`src/rtl/store_align_unit.sv`:
```
// Data-memory store stage: checks store alignment, replicates data onto byte lanes
// and runs one outstanding req/ack write, reporting done, misaligned or timeout.
module store_align_unit #(
  parameter int ADDR_W  = 32,
  parameter int TIMEOUT = 255
) (
  input  logic              clk,
  input  logic              rst,
  input  logic              st_valid,
  output logic              st_ready,
  input  logic [1:0]        st_type,
  input  logic [ADDR_W-1:0] st_addr,
  input  logic [31:0]       st_data,
  output logic              mem_req,
  output logic [ADDR_W-1:0] mem_addr,
  output logic [31:0]       mem_wdata,
  output logic [3:0]        mem_wstrb,
  input  logic              mem_ack,
  output logic              st_done,
  output logic              st_fault,
  output logic [1:0]        fault_code,
  output logic              busy
);

  localparam int CNT_W = (TIMEOUT > 1) ? $clog2(TIMEOUT) : 1;
  localparam logic [CNT_W-1:0] CNT_LIM = CNT_W'(TIMEOUT - 1);

  localparam logic [1:0] T_BYTE = 2'b00;
  localparam logic [1:0] T_HALF = 2'b01;
  localparam logic [1:0] T_WORD = 2'b10;
  localparam logic [1:0] T_NONE = 2'b11;

  localparam logic [1:0] FC_NONE  = 2'b00;
  localparam logic [1:0] FC_ALIGN = 2'b01;
  localparam logic [1:0] FC_TMO   = 2'b10;

  typedef enum logic [1:0] {IDLE, REQ, DONE, FAULT} state_t;

  state_t           state;
  logic [CNT_W-1:0] cnt;

  function automatic logic [31:0] lane_data(input logic [1:0] typ, input logic [31:0] d);
    logic [31:0] r;
    case (typ)
      T_BYTE:  r = {4{d[7:0]}};
      T_HALF:  r = {2{d[15:0]}};
      default: r = d;
    endcase
    return r;
  endfunction

  function automatic logic [3:0] lane_strb(input logic [1:0] typ, input logic [1:0] a);
    logic [3:0] r;
    case (typ)
      T_BYTE:  r = 4'b0001 << a;
      T_HALF:  r = a[1] ? 4'b1100 : 4'b0011;
      T_WORD:  r = 4'b1111;
      default: r = 4'b0000;
    endcase
    return r;
  endfunction

  function automatic logic misaligned(input logic [1:0] typ, input logic [1:0] a);
    return ((typ == T_HALF) && a[0]) || ((typ == T_WORD) && (a != 2'b00));
  endfunction

  logic accept;

  assign st_ready = (state == IDLE) && !rst;
  assign accept   = st_valid && st_ready;
  assign busy     = (state != IDLE);

  always_ff @(posedge clk) begin
    if (rst) begin
      state      <= IDLE;
      cnt        <= '0;
      mem_req    <= 1'b0;
      mem_addr   <= '0;
      mem_wdata  <= '0;
      mem_wstrb  <= '0;
      st_done    <= 1'b0;
      st_fault   <= 1'b0;
      fault_code <= FC_NONE;
    end else begin
      case (state)
        IDLE: begin
          if (accept) begin
            if (st_type == T_NONE) begin
              state   <= DONE;
              st_done <= 1'b1;
            end else if (misaligned(st_type, st_addr[1:0])) begin
              state      <= FAULT;
              st_fault   <= 1'b1;
              fault_code <= FC_ALIGN;
            end else begin
              state     <= REQ;
              mem_req   <= 1'b1;
              mem_addr  <= {st_addr[ADDR_W-1:2], 2'b00};
              mem_wdata <= lane_data(st_type, st_data);
              mem_wstrb <= lane_strb(st_type, st_addr[1:0]);
              cnt       <= '0;
            end
          end
        end
        REQ: begin
          // an ack arriving in the last allowed cycle still completes the store
          if (mem_ack) begin
            state   <= DONE;
            mem_req <= 1'b0;
            st_done <= 1'b1;
          end else if (cnt == CNT_LIM) begin
            state      <= FAULT;
            mem_req    <= 1'b0;
            st_fault   <= 1'b1;
            fault_code <= FC_TMO;
          end else begin
            cnt <= cnt + CNT_W'(1);
          end
        end
        DONE: begin
          state   <= IDLE;
          st_done <= 1'b0;
        end
        FAULT: begin
          state      <= IDLE;
          st_fault   <= 1'b0;
          fault_code <= FC_NONE;
        end
        default: state <= IDLE;
      endcase
    end
  end

endmodule

```
`config.mk`:
```
export PLATFORM = sky130hd
export DESIGN_NAME = store_align_unit
export DESIGN_NICKNAME = d
export VERILOG_FILES = /design/src/rtl/store_align_unit.sv
export SDC_FILE = /design/constraint.sdc
export NUM_CORES = 1
export LEC_CHECK = 0
export BUFFER_PORTS_ARGS = -buffer_cell sky130_fd_sc_hd__buf_2
export CORE_MARGIN = 2
export CORE_UTILIZATION = 35
export CTS_CLUSTER_DIAMETER = 200
export CTS_CLUSTER_SIZE = 28
export DETAILED_ROUTE_END_ITERATION = 10
export GPL_ROUTABILITY_DRIVEN = 0
export MAX_ROUTING_LAYER = met4
export PLACE_DENSITY = 0.63
export SKIP_CTS_REPAIR_TIMING = 1
export SLEW_MARGIN = 20
export SYNTH_ARGS = -nofsm -noshare
export SYNTH_HDL_FRONTEND = slang
export SYNTH_SLANG_ARGS = --single-unit
```
`constraint.sdc`:
```
create_clock -name clk -period 2 [get_ports clk]
set_clock_uncertainty 0.05 [all_clocks]
set_input_delay 0.3 -clock clk [delete_from_list [all_inputs] [get_ports clk]]
set_output_delay 0.3 -clock clk [all_outputs]
set_load 0.02 [all_outputs]
```
### After elaboration in Yosys (flattened, before gate mapping)

Cells that the tools add are included.

* bits in registers: 81
* output and inout bits: 75
* logic and storage cells: 87
* input port bits: 70

* reduce and logical (&&, ||, !) cells: 20
* muxes and demuxes: 37
* shift operators: 1
* $add $sub $neg: 1
* bitwise logic cells: 2
* equal/unequal tests: 17

Operators by type and width (number)
* 32-bit case mux with 2 select lines: 1
* 8-bit 2-to-1 mux: 5
* 2-bit 2-to-1 mux: 10
* 8-bit case mux with 2 select lines: 1
* 2-bit != test (second input constant): 7
* 1-bit 2-to-1 mux: 13
* 2-bit case mux with 3 select lines: 2
* 4-bit case mux with 3 select lines: 1
* 6-bit AND reduction: 2
* 8-bit by 1-bit adder with 8-bit output (second input constant): 1
* 2-bit == test (second input constant): 4
* 8-bit == test (second input constant): 1
* 4-bit AND reduction: 2
* 1-bit case mux with 3 select lines: 2
* 2-bit nonzero test: 3
* 3-bit nonzero test: 2
* 5-bit AND reduction: 1
* 2-bit by 1-bit == test with 1-bit output (second input constant): 2
* 1-bit logical AND: 4
* 2-bit zero test: 2
* 4-bit 2-to-1 mux: 1
* 2-bit by 1-bit != test with 1-bit output (second input constant): 2
* 1-bit by 2-bit left shift with 4-bit output (first input constant): 1
* 3-bit != test (second input constant): 1
* 6 further kinds: 7

### Logic depth before layout (Yosys ltp)

Gate-level depths: netlist of run 1.

* word-level depth: 7
* depth in mapped cells: 7
* mapped depth without buffers: 6

### Worst setup path before layout of run 1

Ideal clock, no wire load.

* kind: flip-flop to flip-flop
* start point: register cnt[0]
* end point: register cnt[5]
* setup time: 0.076 ns
* data arrival time: 1.396 ns
* clock period less this slack: 1.522 ns
* setup slack: 0.478 ns
* path buffers: 1
* cell stages (with the launch flop): 8
* required time: 1.874 ns
* path through: dfxtp_1 inv_1 ha_1 nand4_1 o21ai_2 buf_6 or3_1 a31oi_1

* cells in the longest elaborated chain, start to end: 4
* elaborated cells between the ends (all ways): 7
* those cells by class: add/sub (1); eq/ne (2); mux (3); reduce/logical (1)

Ends and longest elaborated chain
* from (decl): RTL line 40 `logic [CNT_W-1:0] cnt;`
* from (signal assigned): RTL line 117 `cnt <= cnt + CNT_W'(1);`
* 8-bit by 1-bit adder with 8-bit output: RTL line 117
* 8-bit 2-to-1 mux: RTL line 111 `end else if (cnt == CNT_LIM) begin`
* 8-bit 2-to-1 mux: RTL line 107 `if (mem_ack) begin`
* 8-bit case mux with 2 select lines: RTL line 85 `case (state)`

Parallel ways exist; a longest one is shown, timed or not. The select of a mux whose other input is x is not followed.
A chain may end at the register's enable or synchronous reset.

### Worst setup path in the final report of run 1

* start point: register state[1]
* end point: output port st_ready

* cells in the longest elaborated chain, start to end: 2

Ends and longest elaborated chain
* from (decl): RTL line 39 `state_t state;`
* from (signal assigned): RTL line 75 `state <= IDLE;`
* from (signal assigned): RTL line 89 `state <= DONE;`
* from (signal assigned): RTL line 92 `state <= FAULT;`
* 2-bit zero test: RTL line 69 `assign st_ready = (state == IDLE) && !rst;`
* 1-bit logical AND: RTL line 69
* to (decl): RTL line 10 `output logic st_ready,`

Every way passes these cells.

==> key figures, run 1 <==
Flow run
  – Max-Cap Viols: 0

Critical path
  – Worst setup path category: reg2out
  – CP Data Arrival Time: 1.50 ns
  – Kind of end point of the critical path: output port
  – Type of element launching the critical path: flop
  – Highest net fanout along the worst path: 6
  – Required @ worst endpoint: 1.65 ns
  – Register-to-register path setup slack: 0.26 ns

Logic synthesis
  – Proportion of register bits with asynchronous set or reset after synthesis: 0
  – Most used standard cells in the synthesized netlist: 117 x sky130_fd_sc_hd__nand2_1, 81 x sky130_fd_sc_hd__dfxtp_1, 52 x sky130_fd_sc_hd__a21oi_1
  – Cell accounting for the most synthesized area: sky130_fd_sc_hd__dfxtp_1
  – Number of enable-type register cells in the synthesized netlist: 0
  – Most frequently used cell type in the post-synthesis netlist: sky130_fd_sc_hd__nand2_1
  – Top cell type's share of synthesized area: 0.461
  – Cells after synthesis: 435
  – Yosys reg bits: 81
  – Number of warning messages in the yosys log: 0
  – Part of the Yosys area used for sequential elements: 0.461
  – Combined area of all synthesized cells: 3520 um^2
  – Leading cell types by total area after synthesis: sky130_fd_sc_hd__dfxtp_1 46%, sky130_fd_sc_hd__nand2_1 12%, sky130_fd_sc_hd__a21oi_1 7.4%, sky130_fd_sc_hd__mux2i_1 4.8%, sky130_fd_sc_hd__o21ai_0 3.3%
  – Top_reg_cell synth: sky130_fd_sc_hd__dfxtp_1
  – Number of distinct library cell variants in the gate-level netlist after synthesis: 41
  – Mean instance size in the synthesized netlist: 8.09 um^2

Global route
  – Antenna violations before repair: 0
  – Sum of overflow across all layers after global routing: 0
  – Maximum number of pins on one net before global-route repair: 86
  – Global-route wire length before repair: 15.6 mm
  – Via count of the first global-routing pass: 3244
  – Global routing usage summed across all routing layers: 0.179

Clocking
  – CTS H-tree lvls: 3
  – Clock-pin slew of the registers on the worst-case setup and hold paths: 0.08 ns
  – Clock latency of the later-clocked register in the worst-skew pair: 0.34 ns
  – Clk sink count: 81
  – Number of buffers inserted during clock tree synthesis: 9
  – Clock root buffer master: sky130_fd_sc_hd__clkbuf_8
  – Clock tree from TritonCTS: yes
  – Buffers from clock root to sink, at most: 2

Drt
  – Post-detailed-route wirelength per cell: 13.7 um
  – Residual antenna-violating net count after detailed routing: 0
  – Vias per Instance: 4.95
  – Aggregate routed wire length: 9.61 mm
  – DRC violation total after the first TritonRoute iteration: 159
  – Number of iterations in the first detailed-routing pass: 4
  – Routed via count: 3468
  – DRC violations left: 0

Power
  – Static leakage: 1.93 nW
  – Combinational share of power: 0.157
  – Sequential share of power: 0.511
  – Sw Share: 0.281
  – Net switching power of the design: 944 uW
  – Clock network fraction of total power: 0.332
  – Peak supply drop: 0.000325 V
  – Cell-internal power: 2.42 mW
  – Power density of the placed cells: 750 nW/um^2

Final layout
  – Number of standard cells in the layout, taps in and fillers out: 701
  – Fillcell total: 1028
  – Fin area: 4480 um^2
  – Diodes inserted: 0
  – Synthesis-to-finish area growth: 27.4%
  – Ratio of cells with drive above 1 in the final layout: 0.313
  – # nets final: 636
  – Final core utilization: 0.459

Timing
  – Worst Setup Slack, final: 0.149 ns
  – Max Clock Freq: 0.540 GHz
  – RSZ-0062 raised after global routing: false
  – Post-route fraction of the period consumed by the critical path: 0.925
  – Worst slew pin tran: 0.560 ns
  – Minimum period implied by the final worst setup slack: 1.85 ns
  – Final setup violation count: 0
  – Headroom to the max-slew limit: 0.626
  – Fin Setup TNS: 0 ns
  – Hold Fails Final Rpt: 0
  – Number of max-slew violations in the final report: 0

Place
  – Number of cells after detailed placement: 686
  – Quantity of I/O buffers inserted on ports: 142
  – Cell Area, Placed: 4300 um^2
  – Half-perimeter wire length of the detailed placement result: 6.84 mm
  – Pre-CTS setup slack: 0.272 ns

Die
  – Height of the die: 104 um
  – Core Region: 9770 um^2
  – Site Rows: 36
  – Die width: 104 um
  – Die Footprint: 10900 um^2
  – Number of ports placed on the die boundary: 145
  – Initial core utilization: 0.360

Status
  – Run status: completed

Min path
  – Hold Crit Class: in2reg
-- placed cells by master (no fill, tap or decap), types with 2 or more instances in the layout --
cell / count
sky130_fd_sc_hd__clkinv_2: 3
sky130_fd_sc_hd__nand3_1: 11
sky130_fd_sc_hd__a31oi_1: 3
sky130_fd_sc_hd__dfxtp_1: 81
sky130_fd_sc_hd__o21a_1: 2
sky130_fd_sc_hd__buf_2: 142
sky130_fd_sc_hd__nand2b_1: 3
sky130_fd_sc_hd__buf_12: 2
sky130_fd_sc_hd__o22ai_1: 3
sky130_fd_sc_hd__a21oi_1: 52
sky130_fd_sc_hd__nand2_1: 117
sky130_fd_sc_hd__o21ai_0: 23
sky130_fd_sc_hd__conb_1: 2
sky130_fd_sc_hd__nor4_1: 2
sky130_fd_sc_hd__ha_1: 2
sky130_fd_sc_hd__o32ai_1: 2
sky130_fd_sc_hd__mux2i_1: 17
sky130_fd_sc_hd__nor2b_1: 2
sky130_fd_sc_hd__a211oi_2: 4
sky130_fd_sc_hd__a211oi_1: 6
sky130_fd_sc_hd__inv_1: 4
sky130_fd_sc_hd__nor3_1: 5
sky130_fd_sc_hd__buf_4: 8
sky130_fd_sc_hd__or3_1: 5
sky130_fd_sc_hd__nor2_1: 30
sky130_fd_sc_hd__clkbuf_8: 12
sky130_fd_sc_hd__a311oi_1: 9
-- final timing paths --
path	depth (start not counted)	end	startpoint
max reg2reg	4	cnt[5]	state[0]
min reg2reg	2	mem_addr[11]	mem_addr[11]
min	3	mem_addr[30]	st_addr[30]
max	4	st_ready	state[1]
-- sequential cells by signal (all words and copies together) (netlist names) --
signal and flops:
state 2, mem_wdata 32, mem_req 1, st_fault 1
fault_code 2, cnt 8, mem_wstrb 4, st_done 1
mem_addr 30
-- kinds of logic after synthesis --
logic type | count (synthesis) | synth area share
simple gates | 182 | 0.222
other cells | 1 | 0.00107
fa+ha+maj | 2 | 0.00711
compound gates | 112 | 0.196
flops | 81 | 0.461
buf+inv | 39 | 0.0626
xor+xnor | 1 | 0.00249
mux | 17 | 0.0484
-- stage by stage --
stage               hold WS (ns)  power, mW
CTS                        0.116       3.41
global route               0.123       3.51
floorplan                  0.386       2.09
finish                     0.133       3.36
global placement           0.389       2.28
detailed placement         0.394       2.29
-- power by group through the flow --
stage	sequential (mW)	clock [mW]	combinational [mW]
2_1_floorplan	1.82	0	0.269
3_3_place_gp	1.75	0	0.524
3_5_place_dp	1.76	0	0.534
4_1_cts	1.72	1.16	0.535
5_1_grt	1.73	1.20	0.581
6_report	1.72	1.12	0.529
-- critical path: stages (launching register included) --
cell and delay [ns]:
sky130_fd_sc_hd__dfxtp_1 0.38, sky130_fd_sc_hd__buf_4 0.18, sky130_fd_sc_hd__or2_2 0.33, sky130_fd_sc_hd__nor2_1 0.10
sky130_fd_sc_hd__buf_2 0.17
-- layer usage --
layer / share of wire / vias up / routed length [um] / track usage
met5: 0 / - / 0 / -
met4: 0.0099 / 0 / 95 / 0.0425
met3: 0.059 / 8 / 570 / 0.0533
met2: 0.49 / 108 / 4750 / 0.296
met1: 0.44 / 1611 / 4190 / 0.216
li1: - / 1741 / - / -
-- cell type report --
type,count,area [um^2],share of cell area
clock buffer,12,165,0.0368
clock inverter,3,15.0,0.00335
inverter,4,15.0,0.00335
multi-input combinational,316,1690,0.377
sequential,81,1620,0.362
tap,133,166,0.0371
timing repair buffer,152,811,0.181
(Power assumes the default switching activity.)
==> run 2, diff against run 1 <==
Settings changed: ABC_AREA from default to 1.
Clock period 2 ns to 2.31 ns, I/O delays scaled along.
==> key figures, run 2 <==
Drt
  – Aggregate routed wire length: 9.50 mm (-1.2%)
  – DRC violation total after the first TritonRoute iteration: 170 (+6.9%)
  – Residual antenna-violating net count after detailed routing: 0 (unchanged)
  – Number of iterations in the first detailed-routing pass: 4 (unchanged)
  – Vias per Instance: 4.66 (-5.8%)
  – Post-detailed-route wirelength per cell: 12.1 um (-12%)
  – DRC violations left: 0 (unchanged)
  – Routed via count: 3668 (+5.8%)

Timing
  – Fin Setup TNS: 0 ns (unchanged)
  – Worst-case hold slack: 0.192 ns (+0.0586 ns)
  – Max Clock Freq: 0.585 GHz
  – Minimum period implied by the final worst setup slack: 1.71 ns
  – Post-route fraction of the period consumed by the critical path: 0.740
  – Worst Setup Slack, final: 0.601 ns (+0.452 ns)
  – Headroom to the max-slew limit: 0.602 (-0.0233)
  – Hold Fails Final Rpt: 0 (unchanged)
  – RSZ-0062 raised after global routing: false
  – Final setup violation count: 0 (unchanged)
  – Number of max-slew violations in the final report: 0 (unchanged)
  – Worst slew pin tran: 0.597 ns (+0.0370 ns)

Logic synthesis
  – Mux share of post-synthesis cell area: 0 (-0.0484)
  – Combinational family with the most area after synthesis: simple AND/OR/NAND/NOR gates
  – Number of distinct library cell variants in the gate-level netlist after synthesis: 28 (-32%)
  – Yosys reg bits: 81 (unchanged)
  – Number of enable-type register cells in the synthesized netlist: 0 (unchanged)
  – Synth Area in Simple Gates: 0.302 (+0.0799)
  – Most frequently used cell type in the post-synthesis netlist: sky130_fd_sc_hd__nor2_1
  – Compound-Gate Fraction of Synth Area: 0.157 (-0.0391)
  – Most used standard cells in the synthesized netlist: 150 x sky130_fd_sc_hd__nor2_1, 95 x sky130_fd_sc_hd__nand2_1, 81 x sky130_fd_sc_hd__dfxtp_1
  – Number of warning messages in the yosys log: 0 (unchanged)
  – Top_reg_cell synth: sky130_fd_sc_hd__dfxtp_1
  – Leading cell types by total area after synthesis: sky130_fd_sc_hd__dfxtp_1 46%, sky130_fd_sc_hd__nor2_1 16%, sky130_fd_sc_hd__o21ai_0 11%, sky130_fd_sc_hd__nand2_1 10%, sky130_fd_sc_hd__inv_1 3.0%
  – Cells after synthesis: 516 (+19%)
  – Part of the Yosys area used for sequential elements: 0.458 (-0.00293)
  – Top cell type's share of synthesized area: 0.458 (-0.00293)
  – Xor/xnor cell area share of the yosys netlist: 0 (-0.00249)
  – Mean instance size in the synthesized netlist: 6.86 um^2 (-15%)
  – Combined area of all synthesized cells: 3540 um^2 (+0.64%)
  – Proportion of register bits with asynchronous set or reset after synthesis: 0 (unchanged)
  – Post-Synth Adder-Cell Area: 0.00707 (-0.0000452)
  – Cell accounting for the most synthesized area: sky130_fd_sc_hd__dfxtp_1

Power
  – Power density of the placed cells: 731 nW/um^2 (-2.6%)
  – Peak supply drop: 0.000316 V (-2.8%)
  – PnR Total Power: 3.33 mW (-1.1%)
  – Static leakage: 2.21 nW (+15%)

Final layout
  – Synthesis-to-finish area growth: 28.6%
  – Fin area: 4550 um^2 (+1.6%)
  – Ratio of cells with drive above 1 in the final layout: 0.268 (-0.0458)
  – Register containing the most flip-flops in the final layout: mem_wdata
  – Number of standard cells in the layout, taps in and fillers out: 787 (+12%)
  – Diodes inserted: 0 (unchanged)
  – Leading cell type in the layout, fill and taps excluded: sky130_fd_sc_hd__nor2_1
  – # nets final: 721 (+13%)
  – Final core utilization: 0.464 (+0.00503)
  – Commonest non-fill, non-tap cells in the layout: 150 x sky130_fd_sc_hd__nor2_1, 142 x sky130_fd_sc_hd__buf_2, 95 x sky130_fd_sc_hd__nand2_1
  – Largest registers in the final layout: mem_wdata (32), mem_addr (30), cnt (8)
  – Number of flip-flops under the largest register name: 32 (unchanged)

Clocking
  – CTS H-tree lvls: 3 (unchanged)
  – Clock-pin slew of the registers on the worst-case setup and hold paths: 0.09 ns (about the same)
  – Number of buffers inserted during clock tree synthesis: 9 (unchanged)
  – Clock root buffer master: sky130_fd_sc_hd__clkbuf_8
  – Clock tree from TritonCTS: yes
  – Buffers from clock root to sink, at most: 2 (unchanged)
  – Clk sink count: 81 (unchanged)
  – Clock latency of the later-clocked register in the worst-skew pair: 0.35 ns (about the same)

Critical path
  – CP Data Arrival Time: 1.91 ns (+0.41 ns)
  – Delay of the slowest cell on the worst path: 0.36 ns (-0.02 ns)
  – Buffer and inverter count on the worst path: 1 (-1)
  – Most frequent cell on the critical path: sky130_fd_sc_hd__nand2_1
  – Cell-by-cell trace of the critical path: nor2_1 -> nand2_1 -> nor2_2 -> nand3_4 -> buf_4 -> nand2_2 -> nand2_1 -> nand2_1 -> nor2_1
  – Required @ worst endpoint: 2.51 ns (+0.86 ns)
  – Highest net fanout along the worst path: 30 (+24)
  – Family with the most delay on the worst path: simple AND/OR/NAND/NOR gates
  – Kind of end point of the critical path: flop
  – Type of element launching the critical path: flop
  – Worst setup path category: reg2reg
  – Slowest cell on crit path: sky130_fd_sc_hd__dfxtp_1

Die
  – Die width: 105 um (+0.31%)
  – Core Region: 9820 um^2 (+0.46%)
  – Die Footprint: 10900 um^2 (+0.62%)
  – Site Rows: 36 (unchanged)
  – Height of the die: 105 um (+0.31%)
  – Number of ports placed on the die boundary: 145 (unchanged)
  – Initial core utilization: 0.361 (+0.000642)

Global route
  – Antenna violations before repair: 0 (unchanged)
  – Maximum number of pins on one net before global-route repair: 72 (-16%)
  – Sum of overflow across all layers after global routing: 0 (unchanged)
  – Via count of the first global-routing pass: 3302 (+1.8%)
  – Global-route wire length before repair: 15.4 mm (-1.4%)
  – Global routing usage summed across all routing layers: 0.178 (-0.00159)

Flow run
  – Max-Cap Viols: 0 (unchanged)

Min path
  – Hold Crit Class: in2reg

Place
  – Half-perimeter wire length of the detailed placement result: 6.97 mm (+1.8%)
  – Quantity of I/O buffers inserted on ports: 142 (unchanged)
  – Number of cells after detailed placement: 771 (+12%)
  – Cell Area, Placed: 4340 um^2 (+0.76%)
  – Pre-CTS setup slack: 0.464 ns (+0.192 ns)

Status
  – Run status: completed
run 2: changes by cell type after synthesis, sizes merged, moves of 9 or more:
| cell | change |
|---|---|
| a211oi | -10 |
| a21oi | -39 |
| a311oi | -9 |
| inv | +26 |
| mux2i | -17 |
| nand2 | -18 |
| nor2 | +123 |
| o21ai | +54 |
run 2: power by group:
part | leakage, nW | total [mW] | internal [mW] | switching [mW]
Clock | 0.107 | 1.15 | 0.613 | 0.536
Sequential | 0.661 | 1.54 | 1.49 | 0.0510
Combinational | 1.45 | 0.634 | 0.225 | 0.408
Total | 2.21 | 3.33 | 2.33 | 0.995
run 2: area by class of cell:
class / count / area, um^2
Clock buffer: 10 / 128
Clock inverter: 6 / 90.1
Fill cell: 1075 / 5270
Inverter: 31 / 116
Multi-Input combinational cell: 377 / 1660
Sequential cell: 81 / 1620
Tap cell: 133 / 166
Timing Repair Buffer: 149 / 776
run 2: worst paths after layout:
path	from	endpoint	slack, ns	cells after the start
min	st_addr[25]	mem_addr[25]	0.19	3
min reg2reg	st_done	st_done	0.40	2
max	state[1]	cnt[6]	0.60	9
max reg2reg	state[1]	cnt[6]	0.60	9
run 2: kinds of logic (layout without fill, tap and decap cells):
logic type,count (synthesis),in the layout
other,1,2
flip-flops,81,81
adder cells (fa/ha/maj),2,2
AO/OA/AOI/OAI,105,105
AND/OR/NAND/NOR,268,268
buffers and inverters,59,196
run 2: worst min-delay path, cell delays in order:
cell and delay [ns]:
sky130_fd_sc_hd__buf_2 0.07, sky130_fd_sc_hd__o21ai_0 0.07, sky130_fd_sc_hd__nor2_1 0.07
run 2: per-layer routing:
metal	up-vias	track usage	share of wire
met5	-	-	0
met1	1629	0.230	0.47
met2	133	0.270	0.44
met3	10	0.0405	0.074
met4	0	0.0686	0.014
li1	1896	-	-
